**src/rtl/imt_pmod_gpio_apb_if.sv**
```systemverilog
// APB bus bundle for the pmod GPIO controller.
//   master: drives PADDR/PSEL/PENABLE/PWRITE/PWDATA, samples PRDATA/PREADY/PSLVERR
//   slave : the reverse
interface imt_pmod_gpio_apb_if;
  logic [31:0] PADDR;
  logic        PSEL;
  logic        PENABLE;
  logic        PWRITE;
  logic [31:0] PWDATA;
  logic [31:0] PRDATA;
  logic        PREADY;
  logic        PSLVERR;

  modport master (output PADDR, PSEL, PENABLE, PWRITE, PWDATA,
                  input  PRDATA, PREADY, PSLVERR);
  modport slave  (input  PADDR, PSEL, PENABLE, PWRITE, PWDATA,
                  output PRDATA, PREADY, PSLVERR);
endinterface

```
**src/rtl/imt_pmod_gpio_apb.sv**
```systemverilog
// APB-attached GPIO controller for the subsystem pmod pins.
//   imt_pmod_gpio_pin : per-pin synchroniser, optional debounce filter and
//                       enabled rise/fall edge detect.
//   imt_pmod_gpio_apb : top. Ports:
//     clk_in, reset_int (async, active low)
//     apb            : APB slave (zero wait state, registered PRDATA)
//     irq_en_1       : interrupt enable, irq_1 = registered irq_en_1 & |STATUS
//     ss_ctrl_1[0]   : safe mode, forces pmod_gpio_oe low
//     pmod_gpi       : raw asynchronous pin inputs
//     pmod_gpo       : OUT register
//     pmod_gpio_oe   : OE register gated by safe mode
// Map: 0x00 OUT, 0x04 OE, 0x08 IN (RO), 0x0C RISE_EN, 0x10 FALL_EN,
//      0x14 STATUS (W1C), 0x18 DEBOUNCE (only with GPIO_DEBOUNCE_EN).
// Define GPIO_DEBOUNCE_EN to add the per-pin debounce counters.

module imt_pmod_gpio_pin #(
  parameter int SYNC_STAGES = 2,
  parameter int DB_W        = 8
) (
  input  logic            clk_in,
  input  logic            reset_int,
  input  logic            gpi,
  input  logic            rise_en,
  input  logic            fall_en,
`ifdef GPIO_DEBOUNCE_EN
  input  logic [DB_W-1:0] db_lim,
`endif
  output logic            filt,
  output logic            edge_hit
);
  logic [SYNC_STAGES-1:0] sync;
  logic                   filt_q;

  always_ff @(posedge clk_in or negedge reset_int)
    if (!reset_int) sync <= '0;
    else            sync <= {sync[SYNC_STAGES-2:0], gpi};

`ifdef GPIO_DEBOUNCE_EN
  // For a single bit, "differs from filt" already implies the synchronised
  // value is unchanged from last cycle, so one compare resets the count.
  logic [DB_W-1:0] cnt;
  always_ff @(posedge clk_in or negedge reset_int)
    if (!reset_int) begin
      cnt  <= '0;
      filt <= 1'b0;
    end else if (sync[SYNC_STAGES-1] == filt) begin
      cnt  <= '0;
    end else if (cnt == db_lim) begin
      cnt  <= '0;
      filt <= sync[SYNC_STAGES-1];
    end else begin
      cnt  <= cnt + 1'b1;
    end
`else
  localparam int unused_db_w = DB_W;
  assign filt = sync[SYNC_STAGES-1];
`endif

  always_ff @(posedge clk_in or negedge reset_int)
    if (!reset_int) filt_q <= 1'b0;
    else            filt_q <= filt;

  assign edge_hit = (filt & ~filt_q & rise_en) | (~filt & filt_q & fall_en);
endmodule

module imt_pmod_gpio_apb #(
  parameter int NPINS       = 16,
  parameter int SYNC_STAGES = 2,
  parameter int DB_W        = 8
) (
  input  logic                 clk_in,
  input  logic                 reset_int,
  imt_pmod_gpio_apb_if.slave   apb,
  input  logic                 irq_en_1,
  input  logic [7:0]           ss_ctrl_1,
  output logic                 irq_1,
  input  logic [NPINS-1:0]     pmod_gpi,
  output logic [NPINS-1:0]     pmod_gpo,
  output logic [NPINS-1:0]     pmod_gpio_oe
);
`ifdef GPIO_DEBOUNCE_EN
  localparam logic [5:0] MAX_IDX = 6'd6;
`else
  localparam logic [5:0] MAX_IDX = 6'd5;
`endif

  logic [NPINS-1:0] out_r, oe_r, rise_en_r, fall_en_r, status_r;
  logic [NPINS-1:0] filt, hit, clr, wdata;
  logic [31:0]      prdata_r, rd_val;
  logic [5:0]       idx;
  logic             setup, access, mapped, wr_en, rd_setup;
`ifdef GPIO_DEBOUNCE_EN
  logic [DB_W-1:0]  db_r;
`endif

  assign idx      = apb.PADDR[7:2];
  assign setup    = apb.PSEL & ~apb.PENABLE;
  assign access   = apb.PSEL &  apb.PENABLE;
  assign mapped   = (apb.PADDR[1:0] == 2'b00) && (idx <= MAX_IDX);
  assign wr_en    = access & apb.PWRITE & mapped;
  assign rd_setup = setup & ~apb.PWRITE;
  assign wdata    = apb.PWDATA[NPINS-1:0];
  assign clr      = (wr_en && idx == 6'd5) ? wdata : '0;

  // Bus outputs are gated by reset so they read 0 while reset is held.
  assign apb.PREADY  = reset_int & access;
  assign apb.PSLVERR = reset_int & access & ~mapped;
  assign apb.PRDATA  = prdata_r;

  assign pmod_gpo     = out_r;
  assign pmod_gpio_oe = oe_r & ~{NPINS{ss_ctrl_1[0]}};

  logic unused_bits;
  assign unused_bits = ^{ss_ctrl_1[7:1], apb.PADDR[31:8], apb.PWDATA};

  for (genvar g = 0; g < NPINS; g++) begin : g_pin
    imt_pmod_gpio_pin #(.SYNC_STAGES(SYNC_STAGES), .DB_W(DB_W)) u_pin (
      .clk_in   (clk_in),
      .reset_int(reset_int),
      .gpi      (pmod_gpi[g]),
      .rise_en  (rise_en_r[g]),
      .fall_en  (fall_en_r[g]),
`ifdef GPIO_DEBOUNCE_EN
      .db_lim   (db_r),
`endif
      .filt     (filt[g]),
      .edge_hit (hit[g])
    );
  end

  always_comb begin
    rd_val = '0;
    if (mapped)
      case (idx)
        6'd0: rd_val[NPINS-1:0] = out_r;
        6'd1: rd_val[NPINS-1:0] = oe_r;
        6'd2: rd_val[NPINS-1:0] = filt;
        6'd3: rd_val[NPINS-1:0] = rise_en_r;
        6'd4: rd_val[NPINS-1:0] = fall_en_r;
        6'd5: rd_val[NPINS-1:0] = status_r;
`ifdef GPIO_DEBOUNCE_EN
        6'd6: rd_val[DB_W-1:0]  = db_r;
`endif
        default: rd_val = '0;
      endcase
  end

  always_ff @(posedge clk_in or negedge reset_int)
    if (!reset_int) begin
      out_r     <= '0;
      oe_r      <= '0;
      rise_en_r <= '0;
      fall_en_r <= '0;
      status_r  <= '0;
      prdata_r  <= '0;
      irq_1     <= 1'b0;
`ifdef GPIO_DEBOUNCE_EN
      db_r      <= '0;
`endif
    end else begin
      if (wr_en)
        case (idx)
          6'd0: out_r     <= wdata;
          6'd1: oe_r      <= wdata;
          6'd3: rise_en_r <= wdata;
          6'd4: fall_en_r <= wdata;
`ifdef GPIO_DEBOUNCE_EN
          6'd6: db_r      <= apb.PWDATA[DB_W-1:0];
`endif
          default: ;
        endcase
      // A new edge in the same cycle as a W1C keeps the bit set.
      status_r <= (status_r & ~clr) | hit;
      irq_1    <= irq_en_1 & (|status_r);
      if (rd_setup) prdata_r <= rd_val;
    end
endmodule

```
**src/flat_wrapper.sv**
```systemverilog
// flat-port wrapper written by rule: the top's interface ports become plain ports
module imt_pmod_gpio_apb_flat 
#(
  parameter int NPINS       = 16,
  parameter int SYNC_STAGES = 2,
  parameter int DB_W        = 8
)
  (clk_in, reset_int, irq_en_1, ss_ctrl_1, irq_1, pmod_gpi, pmod_gpo, pmod_gpio_oe, apb_PADDR, apb_PSEL, apb_PENABLE, apb_PWRITE, apb_PWDATA, apb_PRDATA, apb_PREADY, apb_PSLVERR);
  imt_pmod_gpio_apb_if apb_i ();
  input  logic clk_in;
  input  logic reset_int;
  input  logic irq_en_1;
  input  logic [7:0] ss_ctrl_1;
  output logic irq_1;
  input  logic [NPINS-1:0] pmod_gpi;
  output logic [NPINS-1:0] pmod_gpo;
  output logic [NPINS-1:0] pmod_gpio_oe;
  input wire logic [$bits(apb_i.PADDR)-1:0] apb_PADDR;
  input wire logic [$bits(apb_i.PSEL)-1:0] apb_PSEL;
  input wire logic [$bits(apb_i.PENABLE)-1:0] apb_PENABLE;
  input wire logic [$bits(apb_i.PWRITE)-1:0] apb_PWRITE;
  input wire logic [$bits(apb_i.PWDATA)-1:0] apb_PWDATA;
  output wire logic [$bits(apb_i.PRDATA)-1:0] apb_PRDATA;
  output wire logic [$bits(apb_i.PREADY)-1:0] apb_PREADY;
  output wire logic [$bits(apb_i.PSLVERR)-1:0] apb_PSLVERR;
  assign apb_i.PADDR = apb_PADDR;
  assign apb_i.PSEL = apb_PSEL;
  assign apb_i.PENABLE = apb_PENABLE;
  assign apb_i.PWRITE = apb_PWRITE;
  assign apb_i.PWDATA = apb_PWDATA;
  assign apb_PRDATA = apb_i.PRDATA;
  assign apb_PREADY = apb_i.PREADY;
  assign apb_PSLVERR = apb_i.PSLVERR;
  imt_pmod_gpio_apb #(.NPINS(NPINS), .SYNC_STAGES(SYNC_STAGES), .DB_W(DB_W)) u_core (.clk_in(clk_in), .reset_int(reset_int), .apb(apb_i), .irq_en_1(irq_en_1), .ss_ctrl_1(ss_ctrl_1), .irq_1(irq_1), .pmod_gpi(pmod_gpi), .pmod_gpo(pmod_gpo), .pmod_gpio_oe(pmod_gpio_oe));
endmodule
```
**config.mk**
```make
export PLATFORM = sky130hd
export DESIGN_NAME = imt_pmod_gpio_apb_flat
export DESIGN_NICKNAME = d
export VERILOG_FILES = /design/src/rtl/imt_pmod_gpio_apb_if.sv /design/src/rtl/imt_pmod_gpio_apb.sv /design/src/flat_wrapper.sv
export SDC_FILE = /design/constraint.sdc
export NUM_CORES = 1
export LEC_CHECK = 0
export CORE_UTILIZATION = 49
export CTS_BUF_LIST = sky130_fd_sc_hd__clkbuf_16
export CTS_CLUSTER_SIZE = 10
export DETAILED_ROUTE_END_ITERATION = 7
export PLACE_DENSITY_LB_ADDON = 0.1
export SLEW_MARGIN = 20
export SYNTH_ARGS = -nofsm -noshare
export SYNTH_HDL_FRONTEND = slang
export SYNTH_SLANG_ARGS = --single-unit
```
**constraint.sdc**
```tcl
create_clock -name clk_in -period 1.7 [get_ports clk_in]
set_clock_uncertainty 0.2 [all_clocks]
set_input_delay 0.17 -clock clk_in [delete_from_list [all_inputs] [get_ports clk_in]]
set_output_delay 0.17 -clock clk_in [all_outputs]
set_load 0.02 [all_outputs]
```
==> results of run 1 <==
## synthesized netlist by cell type, types with 10 or more instances
library cell	count
sky130_fd_sc_hd__dfrtp_1	145
sky130_fd_sc_hd__mux2_2	54
sky130_fd_sc_hd__mux2i_1	40
sky130_fd_sc_hd__nand2_1	33
sky130_fd_sc_hd__o21ai_0	20
sky130_fd_sc_hd__buf_4	18
sky130_fd_sc_hd__nand3b_1	17
sky130_fd_sc_hd__a21o_1	16
sky130_fd_sc_hd__nor2_1	16
sky130_fd_sc_hd__nor2b_1	16
sky130_fd_sc_hd__a221o_1	12
sky130_fd_sc_hd__o22ai_1	12
sky130_fd_sc_hd__clkbuf_1	10
sky130_fd_sc_hd__mux2_4	10
## per-layer routing
metal | global-route usage (%) | routed length [µm] | up-vias
li1 | - | - | 1994
met1 | 35.0 | 7050 | 2222
met2 | 40.4 | 7420 | 169
met3 | 7.25 | 953 | 18
met4 | 7.19 | 238 | 0
met5 | 0 | 0 | -
## flip-flops by register name, summed over array words and instances, names as in the netlist
signal / count
u_core.apb.PRDATA: 16
u_core.fall_en_r: 16
u_core.g_pin.u_pin.filt_q: 16
u_core.g_pin.u_pin.sync: 32
u_core.irq_1: 1
u_core.oe_r: 16
u_core.pmod_gpo: 16
u_core.rise_en_r: 16
u_core.status_r: 16
## cells in the final DEF, fill, tap and decap left out, types with 16 or more instances in the layout
master / instances
sky130_fd_sc_hd__buf_4: 28
sky130_fd_sc_hd__mux2_4: 42
sky130_fd_sc_hd__dlygate4sd2_1: 39
sky130_fd_sc_hd__clkbuf_16: 17
sky130_fd_sc_hd__mux2_2: 22
sky130_fd_sc_hd__dfrtp_1: 145
sky130_fd_sc_hd__nand3b_1: 17
sky130_fd_sc_hd__o21ai_0: 20
sky130_fd_sc_hd__dlygate4sd3_1: 17
sky130_fd_sc_hd__clkdlybuf4s50_1: 34
sky130_fd_sc_hd__a21o_1: 16
sky130_fd_sc_hd__conb_1: 16
sky130_fd_sc_hd__nand2_1: 33
sky130_fd_sc_hd__mux2i_1: 40
## timing repair
item                       in CTS  in global routing
setup buffers                   0                  1
hold buffers                   16                  1
gates resized for setup       114                 47
gates cloned                    1                  0
pin swaps                       8                  5
setup endpoints to repair     131                 59
hold endpoints to repair      163                  1
## worst paths after layout
path,end,slack (ns),depth (start not counted)
min in group asynchronous,u_core.pmod_gpo[10]$_DFFE_PN0P_,0.25,3
hold / removal,u_core.g_pin[14].u_pin.sync[0]$_DFF_PN0_,0.01,1
max in group asynchronous,u_core.g_pin[8].u_pin.sync[0]$_DFF_PN0_,0.45,3
hold reg to reg,u_core.g_pin[9].u_pin.sync[1]$_DFF_PN0_,0.15,0
setup / recovery,u_core.rise_en_r[9]$_DFFE_PN0P_,0.002,6
setup reg to reg,u_core.irq_1$_DFF_PN0_,0.23,3
## cell type report
cell class	count	area, µm²
inverter	6	22.5
sequential	145	3630
fill	880	3660
tap	168	210
multi-input combinational	301	2570
clock buffer	17	425
clock inverter	15	151
timing repair buffer	157	1500
## power groups by stage
stage	sequential (mW)	combinational, mW	clock, mW
after floorplan	3.70	0.248	0
after global placement	3.71	0.580	0
after detailed placement	3.72	0.589	0
after CTS	3.66	0.613	3.71
after global routing	3.67	0.667	3.86
final	3.66	0.618	3.65
## worst register-to-register path, stage by stage, from the launching register on
cell and delay [ns]:
sky130_fd_sc_hd__dfrtp_1 0.39, sky130_fd_sc_hd__nor4_1 0.41, sky130_fd_sc_hd__buf_4 0.18, sky130_fd_sc_hd__a41oi_1 0.13
## through the flow
step | total power, mW | cells | setup slack [ns] | TNS (ns)
6_report | 7.93 | 809 | 0.00197 | 0
4_1_cts | 7.98 | 807 | -0.00722 | -0.00722
5_1_grt | 8.20 | 809 | -0.0138 | -0.104
3_5_place_dp | 4.31 | 758 | -0.809 | -68.21
2_1_floorplan | 3.95 | 488 | -0.493 | -24.48
3_3_place_gp | 4.29 | 758 | -0.767 | -66.57
## cell families after synthesis
family,Yosys count
mux,108
other cells,1
simple gates,110
flops,145
buf+inv,42
compound gates,67
==> impl_metrics.json, run 1 <==
{
  "power.switching_mw": 1.79,
  "worst_hold_path_type": "in2reg",
  "diodes": 0,
  "status": "completed",
  "cells_taking_the_most_area_after_synthesis": "sky130_fd_sc_hd__dfrtp_1 59%, sky130_fd_sc_hd__mux2_2 9.8%, sky130_fd_sc_hd__mux2i_1 6.5%, sky130_fd_sc_hd__mux2_4 2.4%, sky130_fd_sc_hd__buf_4 2.2%",
  "timing.max_cap.violations": 0,
  "timing.slew.headroom_pct": 48.3,
  "cts.reportedPaths.clkPinSlew_ns": 0.06,
  "number_of_distinct_library_cell_variants_in_the_gate_level_netlist_after_synthesis": 37,
  "combinationalPowerShare_pct": 7.8,
  "rr_startpoint": "u_core.status_r[3]$_DFF_PN0_",
  "drt-total-wl_mm": 15.7,
  "die-area_mm2": 0.0131,
  "ys_flop_type": "sky130_fd_sc_hd__dfrtp_1",
  "maximum_clock_frequency_mhz": 589,
  "critical_path.cell_chain": "buf_8 > or3_4 > or2_4 > or3_4 > buf_12 > mux2_4",
  "cts_tree": "built",
  "maxSlewViolCount": 0,
  "design_area_mm2": 0.00850,
  "clock-root-buffer": "sky130_fd_sc_hd__clkbuf_16",
  "area_growth_syn_to_layout_pct": 37.1,
  "adder_cell_area_share_of_the_yosys_netlist_pct": 0,
  "ys_seq_elements": 145,
  "first_pass_detailed_route_iteration_total": 5,
  "max_stage_delay_ns": 0.41,
  "critPathMostFrequentCell": "sky130_fd_sc_hd__or3_4",
  "worst_hold_path_startpoint": "pmod_gpi[14]",
  "crit_slowest_cell": "sky130_fd_sc_hd__or3_4",
  "crit_required_ns": 1.80,
  "grt_setup_unrepaired": "true",
  "worstSetupPathType": "in2reg",
  "core_area_mm2": 0.0122,
  "edff_count_synth": 0,
  "total_leakage_power_nw": 4.26,
  "tritoncts.num_buffers": 17,
  "start_kind": "input pin",
  "critical_path.startpoint": "apb_PADDR[1]",
  "critical_path_arrival_ns": 1.80,
  "grtUsageTotal_pct": 25.7,
  "floorplan.initialDensity_pct": 51.0,
  "wl_per_cell_um": 19.4,
  "cts_num_sinks": 145,
  "synth_simple_gate_area_share_pct": 9.73,
  "global_route.overflow_total": 0,
  "final_hold_viol_count": 0,
  "first_global_vias": 4502,
  "cts-htree-levels": 4,
  "cpLargestDelayFamily": "simple AND/OR/NAND/NOR gates",
  "mux_cell_area_share_after_synthesis_pct": 20.1,
  "place_congestion": 0.828,
  "wire_length_of_the_first_global_routing_pass_mm": 24.9,
  "num_rows": 40,
  "synthesis.yosys.warnings": 0,
  "antenna_violations_before_repair": 0,
  "final.hold.worst_slack_ns": 0.0120,
  "post_synth_xor_area_fraction_pct": 0,
  "vias_cell": 5.44,
  "power.density_cell_area_mw_per_mm2": 933,
  "switching_share_pct": 22.6,
  "number_of_endpoints_failing_setup_at_the_final_stage": 0,
  "dpl-instance-area_mm2": 0.00763,
  "syn_area_per_cell_um2": 13.1,
  "ios": 161,
  "pwr-share-seq_pct": 46.2,
  "ir_worst_vdd_mv": 1.27,
  "clk-insertion-delay-late_ns": 0.42,
  "final_antenna_net_count": 0,
  "synth.cell_area_mm2": 0.00620,
  "detail_route.drc_violations": 0,
  "largest_family_of_logic_cells_by_synthesized_area": "multiplexers",
  "synth_top_area_cell": "sky130_fd_sc_hd__dfrtp_1",
  "final_period_minus_worst_setup_slack_ns": 1.70,
  "post-route-period-util_pct": 99.9,
  "cp_max_fo": 8,
  "drt_iter0_markers": 189,
  "yosysSeqAreaShare_pct": 58.5,
  "synthDominantCellAreaShare_pct": 58.5,
  "layout.core_utilization_pct": 69.9,
  "final_net_count": 722,
  "tightestPinTransition_ns": 0.775,
  "cts-root-to-sink-buffers": 2,
  "dp.final_hpwl_mm": 10.0,
  "async_reset_ff_share_pct": 100,
  "timing.critical_path.to_type": "flop",
  "fp.dieW_um": 114,
  "io_buffer_count": 97,
  "floorplan.die.height_um": 114,
  "internal_power_mw": 6.14,
  "synthesis.instances": 473,
  "grt_start_max_net_pins": 146,
  "worstPathBufferInverterCount": 2,
  "fraction_of_final_layout_cells_sized_beyond_drive_strength_1_pct": 27.5,
  "vias_post_dr": 4403,
  "synth_compound_area_share_pct": 7.41,
  "clock_network_fraction_of_total_power_pct": 46.0
}
Note: power is estimated with default switching activity, not from simulation.
==> inputs of run 2 (changes only) <==
Settings changed: TNS_END_PERCENT set to 100.
==> results of run 2 <==
Final layout, timing and power as in run 1 (identical DEF).
==> inputs of run 3 (changes only) <==
Settings changed: MAX_ROUTING_LAYER set to met4.
==> run 3 against run 2 <==
Combinational power about the same; first-iteration DRC count up 7.9%; setup slack worse by 0.00077 ns; clock power about the same; worst hold slack about the same; power about the same; sequential power about the same; largest power group unchanged.
==> impl_metrics.json, run 3 (synthesis gave the netlist of run 1 again) <==
{
  "max_stage_delay_ns": 0.41,
  "ios": 161,
  "num_rows": 40,
  "antenna_violations_before_repair": 0,
  "grt_start_max_net_pins": 146,
  "dp.final_hpwl_mm": 10.0,
  "fraction_of_final_layout_cells_sized_beyond_drive_strength_1_pct": 27.5,
  "vias_post_dr": 4404,
  "crit_slowest_cell": "sky130_fd_sc_hd__or3_4",
  "worstPathBufferInverterCount": 2,
  "final_antenna_net_count": 0,
  "layout.core_utilization_pct": 69.9,
  "final_hold_viol_count": 0,
  "start_kind": "input pin",
  "detail_route.drc_violations": 0,
  "fp.dieW_um": 114,
  "ir_worst_vdd_mv": 1.27,
  "cpLargestDelayFamily": "simple AND/OR/NAND/NOR gates",
  "largest_register_ff_count": 32,
  "filler_cell_count": 880,
  "diodes": 0,
  "floorplan.die.height_um": 114,
  "wire_length_of_the_first_global_routing_pass_mm": 24.9,
  "number_of_endpoints_failing_setup_at_the_final_stage": 0,
  "end_of_the_worst_register_to_register_path": "u_core.irq_1$_DFF_PN0_",
  "drt-total-wl_mm": 15.7,
  "floorplan.initialDensity_pct": 51.0,
  "mostFrequentLayoutCell": "sky130_fd_sc_hd__dfrtp_1",
  "grt_setup_unrepaired": "true",
  "timing.slew.headroom_pct": 47.8,
  "worst_hold_path_type": "in2reg",
  "maxSlewViolCount": 0,
  "critical_path.cell_chain": "buf_8 > or3_4 > or2_4 > or3_4 > buf_12 > mux2_4",
  "core_area_mm2": 0.0122,
  "place_congestion": 0.841,
  "die-area_mm2": 0.0131,
  "hold_depth": 1,
  "global_route.overflow_total": 0,
  "rr_startpoint": "u_core.status_r[3]$_DFF_PN0_",
  "timing.critical_path.to_type": "flop",
  "tritoncts.num_buffers": 17,
  "final.hold.worst_slack_ns": 0.0120,
  "cts_num_sinks": 145,
  "critPathMostFrequentCell": "sky130_fd_sc_hd__or3_4",
  "io_buffer_count": 97,
  "crit_required_ns": 1.80,
  "r2r_slack_ns": 0.23,
  "cts-root-to-sink-buffers": 2,
  "clk-insertion-delay-late_ns": 0.42,
  "vias_cell": 5.44,
  "grtUsageTotal_pct": 26.5,
  "cts_tree": "built",
  "worst_hold_path_startpoint": "pmod_gpi[14]",
  "maximum_clock_frequency_mhz": 589,
  "critical_path_arrival_ns": 1.80,
  "total_leakage_power_nw": 4.26,
  "depth_of_the_worst_register_to_register_path": 3,
  "wl_per_cell_um": 19.4,
  "final_period_minus_worst_setup_slack_ns": 1.70,
  "hold_end": "u_core.g_pin[14].u_pin.sync[0]$_DFF_PN0_",
  "timing.max_cap.violations": 0,
  "clock-root-buffer": "sky130_fd_sc_hd__clkbuf_16",
  "first_global_vias": 4502,
  "area_growth_syn_to_layout_pct": 37.1,
  "drt_iter0_markers": 204,
  "leading_cell_types_in_the_layout_fill_and_taps_excluded": "145 x sky130_fd_sc_hd__dfrtp_1, 42 x sky130_fd_sc_hd__mux2_4, 40 x sky130_fd_sc_hd__mux2i_1, 39 x sky130_fd_sc_hd__dlygate4sd2_1, 34 x sky130_fd_sc_hd__clkdlybuf4s50_1",
  "tightestPinTransition_ns": 0.782,
  "post-route-period-util_pct": 99.9,
  "status": "completed",
  "critical_path.startpoint": "apb_PADDR[1]",
  "cts.reportedPaths.clkPinSlew_ns": 0.06,
  "worstSetupPathType": "in2reg",
  "cts-htree-levels": 4,
  "first_pass_detailed_route_iteration_total": 5,
  "final_net_count": 722,
  "cp_max_fo": 8,
  "power.density_cell_area_mw_per_mm2": 933,
  "max_flop_register": "u_core.g_pin.u_pin.sync"
}
-- run 3: cell counts in the layout (fill, tap and decap cells not counted) --
Identical to the previous run, type by type.
-- run 3: area by class of cell --
class                           instances  area [µm²]  area share (%)
Multi-Input combinational cell        301        2570            30.2
Sequential cell                       145        3630            42.7
Timing Repair Buffer                  157        1500            17.6
Clock inverter                         15         151            1.78
Clock buffer                           17         425            5.01
Tap cell                              168         210            2.47
Inverter                                6        22.5           0.265
-- run 3: power breakdown --
part           total [mW]  internal [mW]  switching, mW
clock network        3.65           2.27           1.38
registers            3.66           3.57         0.0919
logic               0.620          0.302          0.318
-- run 3: worst max path at each step --
stage / cells after the start / to
global placement: 6 / u_core.rise_en_r[9]$_DFFE_PN0P_
detailed placement: 7 / u_core.oe_r[9]$_DFFE_PN0P_
CTS: 2 / pmod_gpio_oe[6]
floorplan: 6 / u_core.oe_r[10]$_DFFE_PN0P_
finish: 6 / u_core.rise_en_r[9]$_DFFE_PN0P_
global route: 7 / u_core.oe_r[8]$_DFFE_PN0P_
-- run 3: per-layer routing --
| layer | global-route usage, % | up-vias | share of wire (%) |
|---|---|---|---|
| met5 | - | - | 0 |
| li1 | - | 1992 | - |
| met3 | 7.04 | 19 | 5.5 |
| met2 | 40.5 | 159 | 47 |
| met1 | 35.1 | 2234 | 46 |
| met4 | 7.19 | 0 | 1.5 |
-- run 3: what timing repair did --
item | in CTS | in global routing
gates resized for setup | 114 | 47
setup endpoints to repair | 131 | 59
hold buffers | 16 | 1
buffers inserted | 0 | 1
pin swaps | 8 | 5
hold endpoints to repair | 163 | 1
cloned | 1 | 0
-- run 3: metrics by stage --
stage | cell area, µm² | cells | setup WS, ns | setup TNS, ns | total power [mW]
floorplan | 6280 | 488 | -0.493 | -24.48 | 3.95
global placement | 7630 | 758 | -0.767 | -66.57 | 4.29
detailed placement | 7630 | 758 | -0.809 | -68.21 | 4.31
CTS | 8460 | 807 | -0.00722 | -0.00722 | 7.98
global route | 8500 | 809 | -0.0138 | -0.118 | 8.20
finish | 8500 | 809 | 0.00120 | 0 | 7.93
-- run 3: worst register-to-register path, delay by kind of cell (launching register included) --
family / cells / cell delay, ns
AO/OA/AOI/OAI: 1 / 0.13
flip-flops: 1 / 0.39
buffers and inverters: 1 / 0.18
AND/OR/NAND/NOR: 1 / 0.41
